===== src/rtl/ppu_pkg.sv =====
// Shared types and widths for the ppu tile sequencer slice.
// Latency: n/a (declarations only).
// Backpressure: n/a.
package ppu_pkg;

  localparam int ROWS      = 16;
  localparam int ADDR_W    = 6;
  localparam int PSUM_W    = 384;
  localparam int OUT_W     = 128;
  localparam int ROW_CNT_W = $clog2(ROWS);

  typedef enum logic [2:0] {
    IDLE      = 3'd0,
    FETCH     = 3'd1,
    DRAIN     = 3'd2,
    WAIT_DONE = 3'd3,
    RESULT    = 3'd4
  } state_t;

endpackage


===== src/rtl/ppu_row_streamer.sv =====
// Streams ROWS consecutive accumulator rows (address wraps) and forms the ppu row strobe.
// Latency: acc_rd_en one cycle after start; ppu_valid one cycle after acc_rd_en.
// Backpressure: none; the ppu accepts one row per cycle once started.
module ppu_row_streamer
  import ppu_pkg::*;
(
  input  logic              clk,
  input  logic              rst_n,
  input  logic              start,
  input  logic [ADDR_W-1:0] base,
  output logic              acc_rd_en,
  output logic [ADDR_W-1:0] acc_rd_addr,
  output logic              ppu_valid,
  output logic              stream_last
);

  logic [ROW_CNT_W-1:0] row_cnt;

  // The read issued this cycle is the final row of the tile.
  assign stream_last = acc_rd_en && (row_cnt == ROW_CNT_W'(ROWS - 1));

  // Row counter, wrapping address generator and the read-to-ppu delay stage.
  always_ff @(posedge clk or negedge rst_n) begin
    if (!rst_n) begin
      acc_rd_en   <= 1'b0;
      acc_rd_addr <= '0;
      row_cnt     <= '0;
      ppu_valid   <= 1'b0;
    end else begin
      ppu_valid <= acc_rd_en;
      if (start) begin
        acc_rd_en   <= 1'b1;
        acc_rd_addr <= base;
        row_cnt     <= '0;
      end else if (acc_rd_en) begin
        if (stream_last) begin
          acc_rd_en <= 1'b0;
        end else begin
          // Natural overflow of the ADDR_W-bit register gives the 63 -> 0 wrap.
          acc_rd_addr <= acc_rd_addr + 1'b1;
          row_cnt     <= row_cnt + 1'b1;
        end
      end
    end
  end

endmodule


===== src/rtl/ppu_tile_sequencer.sv =====
// Sequences one 16-row tile from the accumulator buffer through the ppu and returns its result.
// Latency: accept to res_valid = ROWS + 2 + ppu processing + 1 cycles.
// Backpressure: res_valid holds with stable res_data until res_ready; no command is taken meanwhile.
module ppu_tile_sequencer
  import ppu_pkg::*;
#(
  parameter int TIMEOUT = 1024
) (
  input  logic              clk,
  input  logic              rst_n,
  input  logic              cmd_valid,
  output logic              cmd_ready,
  input  logic [ADDR_W-1:0] cmd_base_addr,
  input  logic [7:0]        cmd_scale,
  input  logic [7:0]        cmd_bias,
  output logic              acc_rd_en,
  output logic [ADDR_W-1:0] acc_rd_addr,
  input  logic [PSUM_W-1:0] acc_rd_data,
  output logic [PSUM_W-1:0] ppu_partial_sum,
  output logic              ppu_valid,
  output logic [7:0]        ppu_scale,
  output logic [7:0]        ppu_bias,
  input  logic              ppu_done,
  input  logic [OUT_W-1:0]  ppu_output_data,
  output logic              res_valid,
  input  logic              res_ready,
  output logic [OUT_W-1:0]  res_data,
  output logic              busy,
  output logic              timeout_err,
  output logic [15:0]       tile_count
);

  localparam int WD_W = (TIMEOUT > 2) ? $clog2(TIMEOUT) : 1;

  state_t          state;
  logic            accept;
  logic            stream_last;
  logic            ppu_done_q;
  logic            done_evt;
  logic [WD_W-1:0] wd_cnt;

  assign accept   = cmd_valid & cmd_ready;
  // Only a fresh rising edge counts, so a level left high by the previous tile is ignored.
  assign done_evt = ppu_done & ~ppu_done_q;
  // Rows outside the valid window are zeroed so the ppu never sees stale buffer data.
  assign ppu_partial_sum = ppu_valid ? acc_rd_data : '0;

  ppu_row_streamer u_streamer (
    .clk         (clk),
    .rst_n       (rst_n),
    .start       (accept),
    .base        (cmd_base_addr),
    .acc_rd_en   (acc_rd_en),
    .acc_rd_addr (acc_rd_addr),
    .ppu_valid   (ppu_valid),
    .stream_last (stream_last)
  );

  // Delayed copy of ppu_done for rising-edge detection, tracked in every state.
  always_ff @(posedge clk or negedge rst_n) begin
    if (!rst_n) begin
      ppu_done_q <= 1'b0;
    end else begin
      ppu_done_q <= ppu_done;
    end
  end

  // Tile FSM with watchdog, result capture and registered status outputs.
  always_ff @(posedge clk or negedge rst_n) begin
    if (!rst_n) begin
      state       <= IDLE;
      cmd_ready   <= 1'b1;
      busy        <= 1'b0;
      ppu_scale   <= '0;
      ppu_bias    <= '0;
      wd_cnt      <= '0;
      timeout_err <= 1'b0;
      res_valid   <= 1'b0;
      res_data    <= '0;
      tile_count  <= '0;
    end else begin
      case (state)
        IDLE: begin
          if (accept) begin
            ppu_scale <= cmd_scale;
            ppu_bias  <= cmd_bias;
            cmd_ready <= 1'b0;
            busy      <= 1'b1;
            state     <= FETCH;
          end
        end
        FETCH: begin
          if (stream_last) begin
            state <= DRAIN;
          end
        end
        DRAIN: begin
          wd_cnt <= '0;
          state  <= WAIT_DONE;
        end
        WAIT_DONE: begin
          // A done edge in the final watchdog cycle still produces a result.
          if (done_evt) begin
            res_data  <= ppu_output_data;
            res_valid <= 1'b1;
            state     <= RESULT;
          end else if (wd_cnt == WD_W'(TIMEOUT - 1)) begin
            timeout_err <= 1'b1;
            cmd_ready   <= 1'b1;
            busy        <= 1'b0;
            state       <= IDLE;
          end else begin
            wd_cnt <= wd_cnt + 1'b1;
          end
        end
        RESULT: begin
          if (res_ready) begin
            res_valid  <= 1'b0;
            tile_count <= tile_count + 16'd1;
            cmd_ready  <= 1'b1;
            busy       <= 1'b0;
            state      <= IDLE;
          end
        end
        default: begin
          res_valid <= 1'b0;
          cmd_ready <= 1'b1;
          busy      <= 1'b0;
          state     <= IDLE;
        end
      endcase
    end
  end

endmodule


===== config.mk =====
export PLATFORM = sky130hd
export DESIGN_NAME = ppu_tile_sequencer
export DESIGN_NICKNAME = d
export VERILOG_FILES = /design/src/rtl/ppu_pkg.sv /design/src/rtl/ppu_row_streamer.sv /design/src/rtl/ppu_tile_sequencer.sv
export SDC_FILE = /design/constraint.sdc
export NUM_CORES = 1
export LEC_CHECK = 0
export BUFFER_PORTS_ARGS = -buffer_cell sky130_fd_sc_hd__buf_4
export CORE_AREA = 5 5 422 424
export CTS_BUF_LIST = sky130_fd_sc_hd__clkbuf_4 sky130_fd_sc_hd__clkbuf_8
export DETAILED_ROUTE_END_ITERATION = 10
export DIE_AREA = 0 0 427 429
export PLACE_DENSITY = 0.3
export SLEW_MARGIN = 20
export SYNTH_ARGS = -nofsm -noshare
export SYNTH_HDL_FRONTEND = slang
export SYNTH_SLANG_ARGS = --single-unit

===== constraint.sdc =====
create_clock -name clk -period 5.3 [get_ports clk]
set_input_delay 0.53 -clock clk [delete_from_list [all_inputs] [get_ports clk]]
set_output_delay 0.53 -clock clk [all_outputs]
set_load 0.02 [all_outputs]

Yosys cells after proc, flatten, opt, wreduce, memory -nomap -nowiden --
Cells that the tools add are included.
Cells by class: divide/modulo/power cells 0, $lt $le $gt $ge 0, mux-type cells 31, shifts and indexed selects 0, equal/unequal tests 15, bitwise gates (word level) 6, $add $sub $neg 4, multiply operators 0, reductions and logical operators 15
Operators with widths (count):
- $mux 384 | 1
- $mux 10 | 2
- $pmux 10 s2 | 1
- $mux 6 | 3
- $add 16x1->16 const B | 1
- $ne 2x2->1 const B | 8
- $mux 3 | 5
- $pmux 3 s5 | 1
- $mux 1 | 12
- $mux 4 | 3
- $add 10x1->10 const B | 1
- $eq 10x10->1 const B | 1
- $reduce_and 3->1 | 3
- $pmux 1 s4 | 2
- $reduce_and 2->1 | 4
- $add 6x1->6 const B | 1
- $eq 3x2->1 const B | 2
- $reduce_and 5->1 | 1
- $add 4x1->4 const B | 1
- $eq 4x4->1 const B | 1
- $not 1->1 | 4
- $reduce_and 4->1 | 1
- $reduce_bool 2->1 | 2
- $eq 3x1->1 const B | 1
- other kinds (8) | 9
Storage, ports and cells: output and inout port bits 556, latch bits 0, memories kept 0, input port bits 539, ROM bits 0, RAM bits 0, word-level logic and storage cells 86, register bits after elaboration 190

Logic depth before layout (Yosys ltp) --
Gate-level depths: netlist of the first run.
depth after elaboration 5, depth in mapped cells 6

Modules after synthesis --
A second synthesis of the first run with hierarchy kept.
Second synthesis, totals: cells, all modules 958, area total of the unflattened synthesis 10146.0 sq um
By module, submodules not included:
- ppu_tile_sequencer | times used 1, seq. area each 4455.5 sq um, area an instance 9519.1 sq um, cells each 894
- ppu_row_streamer | times used 1, seq. area each 300.3 sq um, area an instance 626.9 sq um, cells each 64

Worst setup path before layout of the first run --
No wires, ideal clock.
path kind reg-to-output, start reg u_streamer.ppu_valid, end out ppu_partial_sum[100], data required time 4.770 ns, stages on the path, launching flop included 5, slack 3.408 ns, data arrival time 1.362 ns, cell sequence dfrtp_1 > clkbuf_1 > clkbuf_1 > clkbuf_1 > and2_1
Between the ends: longest elaborated chain between the ends 1
Ends and longest elaborated chain:
- start, declared | RTL line ppu_row_streamer.sv:13 | output logic ppu_valid,
- start signal, assigned | RTL line ppu_row_streamer.sv:30 | ppu_valid <= acc_rd_en;
- $mux 384 | RTL line ppu_tile_sequencer.sv:46 | assign ppu_partial_sum = ppu_valid ? acc_rd_data : '0;
- end, declared | RTL line ppu_tile_sequencer.sv:19 | output logic [PSUM_W-1:0] ppu_partial_sum,
Every way passes these cells.

Final worst setup path of the first run --
start reg u_streamer.ppu_valid, end out ppu_partial_sum[221]
The elaborated chain is that of the path after synthesis.

==> results.cfg, run 1 <==
[drt]
drt-vias-per-instance = 2.71
detail_route.drc_violations = 0
vias = 11900
routed_wirelength_um = 129000
route.detailed.wl_per_inst_um = 29.3
detail_route.iter0.violations = 504
drt.antenna.violating_nets = 0
drt-pass1-iter-count = 4

[timing]
grt_setup_unrepaired = no
fin_crit_ns = 3.36
fmax_mhz = 298
finalCritPeriodShare_pct = 63.3
setup_total_negative_slack_ns = 0
max-slew-margin-rel_pct = 37.6
worst_pin_slew_ns = 0.936
clock-skew-final_ns = 0.0279
timing_max_transition_violations_final = 0
finalSetupViolCount = 0
final-hold-violation-count = 0

[grt]
grt_max_degree = 185
globalRouteTotalUtil_pct = 13.4
first_global_vias = 12300
grt_first_pass_wirelength_um = 155000
grt_antenna_before_repair = 54
grt_overflow_total = 0

[min_path]
worstHoldStart = cmd_base_addr[3]
hold_depth = 3
worst_hold_path.endpoint = u_streamer.acc_rd_addr[3]
worstHoldPathType = input pin to flop

[logic_synthesis]
yosys_register_bits = 190
most_area_hungry_cell_type_in_the_yosys_netlist = dfrtp_1
synth.cells.most_frequent = and2_1, dfrtp_1, mux2_2, clkbuf_1, nand2_1
yosysWarnings = 0
synth_cells = 951
area_fraction_of_the_dominant_cell_type_after_synthesis_pct = 46.5
synth-main-ff-cell = dfrtp_1
post_synth_main_area_contributors = dfrtp_1, and2_1, mux2_2, clkbuf_1, xor2_1
post-synth-top-count-cell = and2_1
yosysSeqAreaShare_pct = 46.8
post_syn_area_sq_um = 10200
mappedNetlistNets = 1494
synth_cell_type_count = 48
synthesis.area_per_instance_sq_um = 10.7
synth-async-reset-ratio_pct = 100
synth_enable_flop_cells = 0

[clocking]
cts_num_sinks = 190
clk_pin_slew_ns = 0.14
cts.repair.resized = 0
cts.path.max_buffers = 2
clk_root_buffer_cell = clkbuf_8
tritoncts.num_buffers = 17
insertion_delay_ns = 0.60
cts.htree.levels = 4
cts_tree = built

[die]
floorplan.die_area_sq_um = 183000
initial_core_util_pct = 5.87
num_rows = 153
chip_height_um = 429
area_of_the_core_sq_um = 173000
die_w_um = 427
top_ports = 1095

[critical_path]
timing.rr.end = res_data[91]
r2r.worst_path.cells = 4
ff2ff_setup_slack_ns = 2.66
startpoint_class = flop
worst_ep_required_time_ns = 4.77
timing.critical_path.fanout_max = 77
worst_setup_path_end_kind = output pin
worstPathArrival_ns = 2.83
critical_path_class = flop to output pin
worstReg2RegStart = state[0]

[pwr]
total_power_mw = 7.69
powerDensity_nw_per_um2 = 354
max-vdd-ir-drop_v = 0.000208
leakage_nw = 9.87

[place]
numPortBuffers = 1094
hpwl_um = 113000
gp_congestion = 0.942

[flow_run]
cap_violations = 0

[cells_and_area]
nets = 2552
utilization_pct = 12.5
final-seq-area_sq_um = 4760
post_route_cells_drive_above_1_share_pct = 63.8
area_growth_syn_to_layout_pct = 113
multi_input_area_sq_um = 5090
fill_cells = 20100

[status]
status = complete, no violations
-- cell type report --
class                   count  area share, %
clock buffers              18           1.14
flip-flops and latches    190           21.9
inverters                   6          0.104
diodes                     57          0.657
well taps                2325           13.4
clock inverters            14          0.870
multi-input cells         689           23.4
repair buffers           1105           38.5
-- placed cells by master (no fill, tap or decap), types with 12 or more instances in the layout --
cell type,Yosys,routed
nand2_1,21,21
diode_2,0,57
dfrtp_1,189,188
and2_1,388,388
o21ai_0,12,12
xor2_1,13,13
buf_4,12,1098
mux2_2,145,145
clkbuf_8,0,19
nand3_1,16,16
-- report_power, final --
group | leakage, nW | internal, mW | switching [mW]
clock | 0.219 | 0.458 | 0.686
sequential | 2.37 | 2.05 | 0.383
combinational | 7.27 | 1.83 | 2.28
-- registers in the layout (all words and copies together), names as in the netlist --
register,flops
ppu_scale,8
u_streamer.acc_rd_addr,6
wd_cnt,10
timeout_err,1
res_valid,1
u_streamer.row_cnt,4
ppu_bias,8
u_streamer.acc_rd_en,1
busy,1
res_data,128
tile_count,16
ppu_done_q,1
state,3
u_streamer.ppu_valid,1
cmd_ready,1
-- how the worst max path moves through the flow --
stage	startpoint	to	slack, ns	depth (start not counted)
finish	u_streamer.ppu_valid	ppu_partial_sum[221]	1.94	3
CTS	u_streamer.ppu_valid	ppu_partial_sum[69]	1.81	3
floorplan	u_streamer.ppu_valid	ppu_partial_sum[100]	3.41	4
global placement	ppu_done	res_data[12]	2.41	5
detailed placement	ppu_done	res_data[13]	2.42	5
global route	u_streamer.ppu_valid	ppu_partial_sum[69]	1.76	3
-- cell families (layout without fill, tap and decap cells) --
kind of cell / count (synthesis) / count (layout) / synth area share, %
adders and majority gates: 4 / 4 / 0.492
xor gates and xnor gates: 21 / 21 / 1.81
AOI/OAI and AO/OA: 37 / 37 / 2.35
other: 0 / 57 / 0
DFF: 190 / 190 / 46.8
and+or+nand+nor: 478 / 478 / 28.9
muxes: 149 / 149 / 16.4
buffers and inverters: 72 / 1143 / 3.30
-- per-layer routing --
layer	vias up	share of wire (%)	global-route usage, %
li1	5307	-	-
met1	5859	31	12.0
met2	615	58	27.5
met3	124	6.8	3.66
met4	12	4.1	5.69
met5	-	0.060	0
-- worst max-delay path, cell delays in order, from the launching register on --
cell,delay (ns)
dfrtp_4,1.03
buf_12,0.30
and2_1,0.57
buf_4,0.26
-- metrics by stage --
step,worst slack (ns),hold WS [ns],instances,area [sq um]
finish,1.94,0.119,4404,21700
global route,1.76,0.0553,4401,21700
CTS,1.81,0.00371,4347,21600
detailed placement,2.42,0.468,4313,21100
global placement,2.41,0.468,4313,21100
floorplan,3.41,0.234,951,10200
-- timing repair --
| action | 4_1_cts | 5_1_grt |
|---|---|---|
| hold buffers | 2 | 0 |
| hold endpoints to repair | 44 | 0 |
| setup buffers | 0 | 0 |
(Power assumes the default switching activity.)
==> run 2, diff against run 1 <==
- CORE_AREA: 5 5 422 424 -> 5 5 427 429
- DIE_AREA: 0 0 427 429 -> 0 0 432 434
- clock period: 5.3 -> 3.5 ns (I/O delays scaled with it)
==> run 2 against run 1 <==
Sequential power up 50%. Non-clock buffer count up 169. Die area up 2.4%. Final cell count up 3.4%. Highest routed layer unchanged. Global-route usage down 1.9 points. Cell area up 7.4%. First-iteration DRC count down 34%. Combinational power up 53%. Via count up 2.1%. Worst hold slack better by 0.0023 ns. Total power up 52%.
==> results.cfg, run 2 (synthesized netlist as in run 1, its figures left out) <==
[critical_path]
slowest_cell_delay_on_critical_path_ns = 0.68
worstReg2RegStart = state[0]
worstPathArrival_ns = 2.25
critical_path_class = flop to output pin
startpoint_class = flop
worst_setup_path_end_kind = output pin
worst_ep_required_time_ns = 3.15
timing.critical_path.fanout_max = 143
cp_cell_sequence = buf_12 -> and2_1 -> buf_4
setup.worst_path.start = u_streamer.ppu_valid
critical-path-slowest-cell = dfrtp_4

[cells_and_area]
layout_commonest_cell = buf_4
layout_common_cells = buf_4, and2_1, dfrtp_1
area_growth_syn_to_layout_pct = 129
largest_registers = res_data: 128 flops, tile_count: 16 flops, wd_cnt: 10 flops
largest_reg_by_ff_count = res_data
final-seq-area_sq_um = 4760
fill_cells = 20400
largest_register_ffs = 128
nets = 2721
multi_input_area_sq_um = 5090
post_route_cells_drive_above_1_share_pct = 59.7

[drt]
vias = 12200
routed_wirelength_um = 114000
drt.antenna.violating_nets = 0
route.detailed.wl_per_inst_um = 25.0
detail_route.iter0.violations = 335
detail_route.drc_violations = 0
drt-pass1-iter-count = 4
drt-vias-per-instance = 2.67

[grt]
first_global_vias = 13000
grt_antenna_before_repair = 26
grt_max_degree = 144
grt_overflow_total = 0
grt_first_pass_wirelength_um = 141000
globalRouteTotalUtil_pct = 11.5

[min_path]
worstHoldPathType = input pin to flop
worstHoldStart = cmd_valid

[timing]
fin_crit_ns = 2.60
worst_pin_slew_ns = 0.959
fmax_mhz = 384
finalSetupViolCount = 0
max-slew-margin-rel_pct = 36.1
finalCritPeriodShare_pct = 74.4
setup_total_negative_slack_ns = 0
grt_setup_unrepaired = no
final-hold-violation-count = 0
setup_slack_ns = 0.896
timing_max_transition_violations_final = 0
clock-skew-final_ns = 0.0434

[clocking]
cts_num_sinks = 190
clk_root_buffer_cell = clkbuf_8
cts.htree.levels = 4
cts.path.max_buffers = 2
cts_tree = built
tritoncts.num_buffers = 17
insertion_delay_ns = 0.64
clk_pin_slew_ns = 0.13
cts.repair.resized = 0

[pwr]
powerDensity_nw_per_um2 = 502
leakage_nw = 10.6
max-vdd-ir-drop_v = 0.000265

[status]
status = complete, no violations

[die]
num_rows = 155
floorplan.die_area_sq_um = 187000
top_ports = 1095
chip_height_um = 434
area_of_the_core_sq_um = 178000
initial_core_util_pct = 5.72
die_w_um = 432

[place]
numPortBuffers = 1094
gp_congestion = 0.896
hpwl_um = 99800
placement_setup_slack_ns = 1.05

[flow_run]
cap_violations = 0
## run 2: worst max-delay path, delay by kind of cell (launching register included)
kind	cells	cell delay, ns
simple gates	1	0.28
buf+inv	2	0.55
flops	1	0.68
## run 2: metal layers
metal  vias up  GRT usage (%)  wire, um
met4         2           4.77      4720
met2       576           23.8     66800
met3        96           3.29      7880
met1      5912           10.2     34600
li1       5576              -         -
met5         -              0         7
## run 2: final timing paths
check | endpoint | slack [ns] | cells after the start
setup / recovery | ppu_partial_sum[97] | 0.90 | 3
hold / removal | u_streamer.acc_rd_en | 0.12 | 3
setup reg to reg | res_data[73] | 1.14 | 4
hold reg to reg | tile_count[15] | 0.50 | 1
max in group asynchronous | res_data[41] | 2.20 | 3
min in group asynchronous | res_data[58] | 0.28 | 2
## run 2: power by group
group / switching [mW] / internal [mW]
clock network: 1.18 / 0.585
logic: 3.41 / 2.88
registers: 0.555 / 3.11
total: 5.14 / 6.57
## run 2: area by class of cell
| type | instances | area share, % |
|---|---|---|
| Antenna cell | 7 | 0.0751 |
| Multi-Input combinational cell | 689 | 21.8 |
| Inverter | 6 | 0.0966 |
| Tap cell | 2355 | 12.6 |
| Clock inverter | 15 | 0.950 |
| Timing Repair Buffer | 1274 | 43.0 |
| Sequential cell | 190 | 20.4 |
| Clock buffer | 17 | 1.00 |
## run 2: through the flow
| step | std cells | utilization, % | hold WS, ns | area (sq um) | power, mW |
|---|---|---|---|---|---|
| 6_report | 4553 | 13.1 | 0.122 | 23300 | 11.7 |
| 5_1_grt | 4550 | 13.1 | 0.0969 | 23300 | 12.4 |
| 4_1_cts | 4546 | 13.1 | 0.0307 | 23300 | 12.0 |
| 3_5_place_dp | 4361 | 12.0 | 0.469 | 21300 | 10.0 |
| 3_3_place_gp | 4361 | 12.0 | 0.470 | 21300 | 10.0 |
| 2_1_floorplan | 951 | - | 0.0544 | 10200 | 6.44 |
## run 2: what timing repair did
item / in CTS / in global routing
setup buffers: 0 / 0
hold buffers: 153 / 0
endpoints found under the hold margin: 231 / 0
==> run 3, diff against run 2 <==
- ABC_AREA: unset -> 1
- CORE_AREA: 5 5 427 429 -> 5 5 425 427
- DIE_AREA: 0 0 432 434 -> 0 0 430 432
- clock period: 3.5 -> 2.6 ns (I/O delays scaled with it)
==> run 3 against run 2 <==
Die area fell by 0.92%. Combinational power rose by 69%. Non-clock buffer count grew 2. Largest cell class unchanged.
==> results.cfg, run 3 <==
[cells_and_area]
largest_reg_by_ff_count = res_data
utilization_pct = 13.7
final-seq-area_sq_um = 4760
largest_register_ffs = 128
layout_common_cells = buf_4, nand2_1, inv_1
largest_registers = res_data: 128 flops, tile_count: 16 flops, wd_cnt: 10 flops
area_growth_syn_to_layout_pct = 120
layout_commonest_cell = buf_4
fill_cells = 20600
multi_input_area_sq_um = 4270
nets = 3475
post_route_cells_drive_above_1_share_pct = 40.7
final_std_cell_area_no_fill_sq_um = 24200

[critical_path]
ff2ff_setup_slack_ns = 0.59
worst_ep_required_time_ns = 2.34
critical_path_class = flop to output pin
critical-path-slowest-cell = dfrtp_4
timing.rr.end = ppu_bias[5]
slowest_cell_delay_on_critical_path_ns = 0.57
worstPathArrival_ns = 2.23
r2r.worst_path.cells = 4
startpoint_class = flop
path_delay_family = buffers and inverters
cp_cell_sequence = buf_12 -> nand2_1 -> inv_1 -> buf_4
timing.critical_path.fanout_max = 63
worstReg2RegStart = cmd_ready
worst_setup_path_end_kind = output pin
cp_num_buf_inv = 3

[drt]
vias = 15000
detail_route.iter0.violations = 600
detail_route.drc_violations = 0
drt-vias-per-instance = 2.83
routed_wirelength_um = 124000
route.detailed.wl_per_inst_um = 23.4
drt-pass1-iter-count = 5
drt.antenna.violating_nets = 0

[min_path]
worstHoldPathType = input pin to asynchronous set/reset pin

[logic_synthesis]
synth.cells.most_frequent = nand2_1, inv_1, dfrtp_1, buf_2, nor2_1
post_synth_main_area_contributors = dfrtp_1, nand2_1, inv_1, buf_2, nor2_1
most_area_hungry_cell_type_in_the_yosys_netlist = dfrtp_1
post-synth-top-count-cell = nand2_1
yosysWarnings = 0
yosysSeqAreaShare_pct = 43.3
synth-async-reset-ratio_pct = 100
synth_cell_type_count = 34
synth_cells = 1712
synthesis.area_per_instance_sq_um = 6.42
yosys_register_bits = 190
area_fraction_of_the_dominant_cell_type_after_synthesis_pct = 43.1
post_syn_area_sq_um = 11000
synth-main-ff-cell = dfrtp_1
synth_enable_flop_cells = 0
mappedNetlistNets = 2255

[clocking]
tritoncts.num_buffers = 17
insertion_delay_ns = 0.62
cts_tree = built
cts_num_sinks = 190
clk_pin_slew_ns = 0.15
cts.path.max_buffers = 2
cts.htree.levels = 4
clk_root_buffer_cell = clkbuf_8

[grt]
globalRouteTotalUtil_pct = 12.7
grt_first_pass_wirelength_um = 157000
first_global_vias = 15900
grt_antenna_before_repair = 20
grt_max_degree = 103
grt_overflow_total = 0

[die]
area_of_the_core_sq_um = 176000
top_ports = 1095
die_w_um = 430
initial_core_util_pct = 6.25
num_rows = 154
chip_height_um = 432
floorplan.die_area_sq_um = 186000

[timing]
clock-skew-final_ns = 0.0387
max-slew-margin-rel_pct = 58.2
grt_setup_unrepaired = no
fin_crit_ns = 2.49
fin_hold_ws_ns = 0.193
final-hold-violation-count = 0
finalCritPeriodShare_pct = 95.7
finalSetupViolCount = 0
worst_pin_slew_ns = 0.627
fmax_mhz = 402
setup_slack_ns = 0.112
timing_max_transition_violations_final = 0

[flow_run]
cap_violations = 0

[place]
placement_setup_slack_ns = 0.474
numPortBuffers = 1094
hpwl_um = 111000
dpl_cell_area_sq_um = 22100
gp_congestion = 0.960

[pwr]
max-vdd-ir-drop_v = 0.000395
powerDensity_nw_per_um2 = 745
total_power_mw = 18.0
leakage_nw = 14.2

[status]
status = complete, no violations
[run 3: cell types whose count changed in the layout (fill, tap and decap cells not counted), sizes merged, moves of 4 or more]
cell and change:
o21ai +7, nand3 +16, a21oi -4, clkinvlp +6, xor2 -6, nand2 +849, mux2i -4, or4 -5
mux2 -129, inv +411, and2 -389, nor2 +34
[run 3: worst max-delay path by stage]
| stage | cells after the start | to | from |
|---|---|---|---|
| after global placement | 4 | ppu_scale[4] | cmd_ready |
| after detailed placement | 4 | ppu_bias[5] | cmd_ready |
| final | 4 | ppu_partial_sum[319] | u_streamer.ppu_valid |
| after global routing | 5 | ppu_partial_sum[24] | u_streamer.ppu_valid |
| after CTS | 4 | ppu_partial_sum[319] | u_streamer.ppu_valid |
| after floorplan | 5 | ppu_partial_sum[333] | u_streamer.ppu_valid |
[run 3: worst register-to-register path, cell delays in order (launching register included)]
cell and delay [ns]:
dfstp_2 0.56, nand2_1 0.24, inv_2 0.29, nand3_4 0.38
mux2_4 0.47
[run 3: through the flow]
step           TNS [ns]  instances
2_1_floorplan         0       1712
3_3_place_gp          0       5098
3_5_place_dp          0       5098
4_1_cts        -0.00117       5284
5_1_grt               0       5285
6_report              0       5290
[run 3: report_power, final]
part / internal, mW / total, mW / switching, mW
logic: 4.12 / 10.6 / 6.48
registers: 4.25 / 5.10 / 0.848
clock network: 0.768 / 2.30 / 1.53
[run 3: final cells by class]
cell class / instances / area share (%)
inverter: 424 / 6.69
multi-input combinational: 1023 / 17.7
sequential: 190 / 19.7
antenna: 5 / 0.0518
clock buffer: 17 / 0.969
tap: 2340 / 12.1
clock inverter: 15 / 0.844
timing repair buffer: 1276 / 41.9
[run 3: what timing repair did]
item	CTS	global route
endpoints found under the setup margin	28	4
resized for setup	10	0
hold buffers	153	0
endpoints found under the hold margin	218	0
buffers inserted	1	1
[run 3: cell families after synthesis]
| logic type | Yosys count | synth area share (%) |
|---|---|---|
| mux | 16 | 1.95 |
| compound gates | 28 | 1.40 |
| simple gates | 962 | 34.0 |
| buf+inv | 499 | 17.9 |
| flops | 190 | 43.3 |
| xor+xnor | 13 | 1.04 |
| fa+ha+maj | 4 | 0.456 |
[run 3: metal layers]
| metal | share of wire (%) | wire [um] | vias up | global-route usage [%] |
|---|---|---|---|---|
| li1 | - | - | 7222 | - |
| met1 | 30 | 36900 | 7091 | 10.7 |
| met2 | 60 | 74200 | 567 | 27.1 |
| met3 | 6.6 | 8150 | 94 | 3.81 |
| met4 | 3.8 | 4750 | 8 | 4.51 |
| met5 | 0.037 | 46 | - | 0 |
